## src/rtl/led_fader.sv

```systemverilog
// PWM LED fader: each channel ramps its brightness towards the latched on/off target.
// Optional: define LED_FADER_GAMMA_EN for a squared (perceptual) PWM compare level.
module led_fader #(
  parameter int unsigned WIDTH    = 5,
  parameter int unsigned PWM_BITS = 8,
  parameter int unsigned STEP_DIV = 65536,
  parameter int unsigned STEP     = 16
) (
  input  logic             clock,
  input  logic             reset,
  input  logic [WIDTH-1:0] pattern,
  input  logic             load,
  output logic [WIDTH-1:0] led,
  output logic             busy
);

  localparam int unsigned TW = (STEP_DIV > 1) ? $clog2(STEP_DIV) : 1;
  localparam logic [PWM_BITS-1:0] MAX_B  = '1;
  localparam logic [PWM_BITS:0]   MAX_W  = {1'b0, MAX_B};
  localparam logic [PWM_BITS:0]   STEP_W = (PWM_BITS+1)'(STEP);

  logic [WIDTH-1:0]    target;
  logic [PWM_BITS-1:0] bright     [WIDTH];
  logic [PWM_BITS-1:0] bright_nxt [WIDTH];
  logic [PWM_BITS-1:0] cmp_lvl    [WIDTH];
  logic [PWM_BITS:0]   sum        [WIDTH];
  logic [PWM_BITS:0]   diff       [WIDTH];
  logic [PWM_BITS-1:0] pwm_cnt;
  logic [TW-1:0]       tick_cnt;
  logic                tick;
  logic [WIDTH-1:0]    led_nxt;
  logic [WIDTH-1:0]    mismatch;

  assign tick = (tick_cnt == TW'(STEP_DIV - 1));

  // Stepping reads the registered target, so a load on a tick edge takes effect next tick.
  always_comb begin
    for (int unsigned i = 0; i < WIDTH; i++) begin
      sum[i]        = {1'b0, bright[i]} + STEP_W;
      diff[i]       = {1'b0, bright[i]} - STEP_W;
      bright_nxt[i] = bright[i];
      if (tick) begin
        if (target[i] && (bright[i] != MAX_B))
          bright_nxt[i] = (sum[i] > MAX_W) ? MAX_B : sum[i][PWM_BITS-1:0];
        else if (!target[i] && (bright[i] != '0))
          bright_nxt[i] = diff[i][PWM_BITS] ? '0 : diff[i][PWM_BITS-1:0];
      end
      mismatch[i] = target[i] ? (bright[i] != MAX_B) : (bright[i] != '0);
`ifdef LED_FADER_GAMMA_EN
      cmp_lvl[i] = PWM_BITS'(({{PWM_BITS{1'b0}}, bright[i]} * {{PWM_BITS{1'b0}}, bright[i]}) >> PWM_BITS);
`else
      cmp_lvl[i] = bright[i];
`endif
      led_nxt[i] = (bright[i] == MAX_B) || (pwm_cnt < cmp_lvl[i]);
    end
  end

  always_ff @(posedge clock or negedge reset) begin
    if (!reset) begin
      target   <= '0;
      tick_cnt <= '0;
      pwm_cnt  <= '0;
      led      <= '0;
      busy     <= 1'b0;
      for (int unsigned i = 0; i < WIDTH; i++) bright[i] <= '0;
    end else begin
      if (load) target <= pattern;
      tick_cnt <= tick ? '0 : tick_cnt + TW'(1);
      pwm_cnt  <= pwm_cnt + PWM_BITS'(1);
      led      <= led_nxt;
      busy     <= |mismatch;
      for (int unsigned i = 0; i < WIDTH; i++) bright[i] <= bright_nxt[i];
    end
  end

endmodule

```

## config.mk

```make
export PLATFORM = sky130hd
export DESIGN_NAME = led_fader
export DESIGN_NICKNAME = d
export VERILOG_FILES = /design/src/rtl/led_fader.sv
export SDC_FILE = /design/constraint.sdc
export NUM_CORES = 1
export LEC_CHECK = 0
export BUFFER_PORTS_ARGS = -buffer_cell sky130_fd_sc_hd__clkbuf_2
export CAP_MARGIN = 20
export CORE_MARGIN = 1.5
export CORE_UTILIZATION = 50
export DETAILED_ROUTE_END_ITERATION = 8
export PLACE_DENSITY = 0.66
export SYNTH_ARGS = -nofsm -noshare
export SYNTH_HDL_FRONTEND = slang
export SYNTH_SLANG_ARGS = --single-unit
```

## constraint.sdc

```tcl
create_clock -name clock -period 2.4 [get_ports clock]
set_clock_uncertainty 0.1 [all_clocks]
set_input_delay 0.48 -clock clock [delete_from_list [all_inputs] [get_ports clock]]
set_output_delay 0.48 -clock clock [all_outputs]
set_load 0.005 [all_outputs]
```

**Yosys cells after proc, flatten, opt, wreduce, memory -nomap -nowiden**

Index checks and enable logic that the tools add are counted.

- Magnitude comparators: 10
- Eq/ne operators: 11
- Mux-type cells: 26
- Add/sub/neg operators: 12
- Reduce and logical (&&, ||, !) cells: 36

Operator list:

| operator | count |
|---|---|
| $mux 8 | 20 |
| $add 8x5->9 const B | 5 |
| $gt 9x8->1 const B | 5 |
| $sub 8x5->9 const B | 5 |
| $eq 8x8->1 const B | 5 |
| $lt 8x8->1 | 5 |
| $ne 8x8->1 const B | 5 |
| $reduce_bool 8->1 | 5 |
| $add 16x1->16 const B | 1 |
| $eq 16x16->1 const B | 1 |
| $mux 16 | 1 |
| $logic_and 1x1->1 | 10 |
| $reduce_and 2->1 | 5 |
| $reduce_bool 2->1 | 5 |
| $add 8x1->8 const B | 1 |
| $logic_not 1->1 | 5 |
| $logic_or 1x1->1 | 5 |
| $mux 1 | 5 |
| $reduce_or 5->1 | 1 |

- Logic and storage cells: 105
- Output and inout port bits: 6
- Input bits: 8
- Bits in registers: 75

**Depth between registers and ports, before layout**

- Word-level depth: 4
- Depth in mapped cells: 8
- Mapped depth without buffers: 7

**Worst setup path after synthesis**

Ideal clock, no wire load.

- Path type: register -> register
- Start point: register bright[20] (netlist bit)
- End point: register bright[23] (netlist bit)
- Period minus slack after synthesis: 2.171 ns
- Stages on the path, launching flop included: 8
- Arrival time: 1.934 ns
- Slack: 0.229 ns
- Path buffers: 0
- Data required time: 2.163 ns
- Setup time: 0.137 ns
- Cells stage by stage: dfrtp_1 -> inv_1 -> ha_1 -> nor4bb_1 -> maj3_1 -> or4_1 -> o311ai_0 -> nand3_1

- Word-level cells in the longest chain between the ends: 4
- Elaborated cells between the ends (all ways): 13
- Classes of those cells: 2 x add/sub; 1 x order compare; 1 x eq/ne; 4 x mux; 5 x reduce/logical

Ends and longest elaborated chain:

| item | RTL line | source |
|---|---|---|
| start: declaration | 23 | `logic [PWM_BITS-1:0] bright [WIDTH];` |
| $add 8x5->9 (tied with other cells) | 39 | `sum[i] = {1'b0, bright[i]} + STEP_W;` |
| $gt 9x8->1 (tied with other cells) | 44 | `bright_nxt[i] = (sum[i] > MAX_W) ? MAX_B : sum[i][PWM_BITS-1:0];` |
| $mux 8 (tied with other cells) | 44 |  |
| $mux 8 or $reduce_and 2->1 (tied branches) | - |  |

Parallel ways exist; a longest one is shown, timed or not. The select of a mux whose other input is x is not followed.
A chain may end at the register's enable or synchronous reset.

**Final worst setup path**

- Start point: register bright[21] (netlist bit)
- End point: register bright[23] (netlist bit)

The elaborated chain is that of the path after synthesis.

==> results.md <==
- CTS buffer count: 9
- Drt via density: 6.04
- Yosys reg bits: 60
- Nets: 556
- Startpoint type of the worst setup path: flop
- Slew headroom: 63.7%
- Outcome: complete, no violations
- Max-Cap Viols: 0
- # diodes: 0
- Final WS setup: 0.164 ns
- Final Hold Viols: 0
- Top post-synthesis cells by area: dfrtp_1 34%, ha_1 16%, nand2_1 4.2%
- Root Buffer: clkbuf_8
- RSZ-0062 raised after global routing: false
- Crit share post-route: 93.2%
- Drt wl/cell: 15.5 um
- Yosys cell types: 60
- I/O Buffers: 13
- Yosys top cell area share: 34.2%
- RePlAce Congestion: 0.867
- Area Overhead vs Synth: 7.97%
- Initial Utilization: 50.9%
- Vias: 3647
- Setup TNS: 0 ns
- Mapped cell area: 4400 um^2
- # clock sinks: 60
- Final Cell Area: 4750 um^2
- Post-Place Cells: 588
- Worst-path maximum fanout: 7
- Final setup fails: 0
- Global-route wire length before repair: 15800 um
- Final ANT Viol Nets: 0
- Ys async rst share: 100%
- CP arrival: 2.34 ns
- Cts hold-fix bufs: 0
- Leak: 2.03 nW
- Post-route DRC: 0
- PD cells: 434 nW/um^2
- IR drop worst, VDD: 0.317 mV
- Initial antenna violation count: 0
- Total wire length: 9380 um
- Die area: 9360 um^2
- Final non-filler cell total: 604
- Crit end category: flop
- Total gr overflow: 0
- Mean Syn Cell Area: 9.10 um^2
- Max-slew violation count: 0
- Total track usage: 20.4%
- I/O pins: 14
- Worst-Margin Slew: 0.540 ns
- Hold WC Path Type: in2async
- DR iter-0 viols: 192
- Core ar.: 8640 um^2
- Ys flop type: dfrtp_1
- Placement row count: 34
- Gate Count Post-Synth: 483
- Sequential area share after synthesis: 34.2%
- Largest net degree at the start of global routing: 61
- Syn nets: 548
- R2R depth: 7
- Chip height: 96.8 um
- Layout cell share with drive strength beyond 1: 9.88%
- Clock slew at reported path FFs: 0.08 ns
- WP data required: 2.51 ns
- Most common cell in the netlist: dfrtp_1
- Place WS: 0.146 ns
- Die W: 96.8 um
- Most instantiated cells after synthesis: 60 x dfrtp_1, 57 x ha_1, 49 x nand2_1
- Leading area contributor after synthesis: dfrtp_1
- # H-tree levels: 3
- Post-route minimum period: 2.24 ns
- Clock buffer depth: 2
- TritonRoute pass-1 iters: 5
- Highest clock rate: 447 MHz
- Syn. warnings: 0
- DP HPWL: 6630 um
- Total power: 2.06 mW
- Placement-stage cell area: 4540 um^2
- Number of synthesized flops with an enable pin: 0
- Setup Crit Path Kind: reg2reg
- CTS tree: built
- Vias in the first global route: 3437
- Clock insertion delay at the later pin of the skew report: 0.33 ns
==> timing repair <==
item | in CTS | in global routing
endpoints found under the hold margin | 0 | 0
setup buffers | 0 | 0
setup endpoints to repair | 0 | 1
resized for setup | 0 | 2
==> worst paths after layout <==
check,slack [ns],end,startpoint
min in group clock,0.25,target[4],pattern[4]
max,0.16,bright[23],bright[21]
max in group asynchronous,1.86,bright[20],reset
max reg2reg,0.16,bright[23],bright[21]
min,0.05,bright[28],reset
min reg2reg,0.38,tick_cnt[15],tick_cnt[15]
==> placed cells by master (no fill, tap or decap), types with 5 or more instances in the layout <==
cell type and count:
o211ai_1 7, nand3_1 23, nor4_1 5, o21ai_0 34, a211oi_1 10, nor2b_1 5, and3_1 5, o22ai_1 7
nand4_1 11, xnor2_1 10, ha_1 57, clkbuf_8 9, clkbuf_2 13, xor2_1 12, o2111ai_1 5, nor2_1 19
inv_1 34, a21oi_1 19, dfrtp_1 58, nor3_1 10, o31ai_1 6, nand2b_1 6, a21o_1 10, nand2_1 49
==> metrics by stage <==
step,util [%],hold slack (ns)
after detailed placement,52.6,0.368
after global placement,52.6,0.362
after global routing,55.0,0.0852
final,55.0,0.0531
after CTS,54.9,0.0610
after floorplan,-,0.0844
==> where the power goes <==
group	internal, mW	switching [mW]	leakage [nW]
Sequential	1.02	0.0164	0.792
Clock	0.487	0.437	0.104
Combinational	0.0341	0.0686	1.13
Total	1.54	0.522	2.03
==> registers in the layout, indices dropped and copies added, names as in the netlist <==
name and count:
tick_cnt 16, pwm_cnt 8, busy 1, bright 25
target 5, led 5
==> logic make-up (layout without fill, tap and decap cells) <==
group	after synthesis	count (layout)	share of synthesized area [%]
xor gates and xnor gates	22	22	4.38
DFF	60	60	34.2
muxes	4	4	1.02
AOI/OAI and AO/OA	129	129	19.6
buffers and inverters	55	68	5.21
adders and majority gates	58	58	16.5
and+or+nand+nor	155	155	19.1
==> routing by layer <==
metal	part of all wire, %	vias to the layer above	global-route usage (%)
met3	3.8	15	3.18
li1	-	1788	-
met2	47	107	32.7
met4	1.3	0	8.36
met5	0	-	0
met1	48	1737	27.6
==> final cells by class <==
cell class	count	area [um^2]
inverter	34	128
fill	772	3890
clock buffer	9	124
sequential	60	1500
multi-input combinational	368	2670
clock inverter	7	75.1
tap	108	135
timing repair buffer	18	115
==> worst max-delay path, stage by stage, from the launching register on <==
cell      delay (ns)
dfrtp_2         0.45
inv_1           0.13
ha_1            0.26
nor4bb_1        0.16
maj3_1          0.39
or4_1           0.40
o311ai_0        0.11
nand3_1         0.11
(Power assumes the default switching activity.)
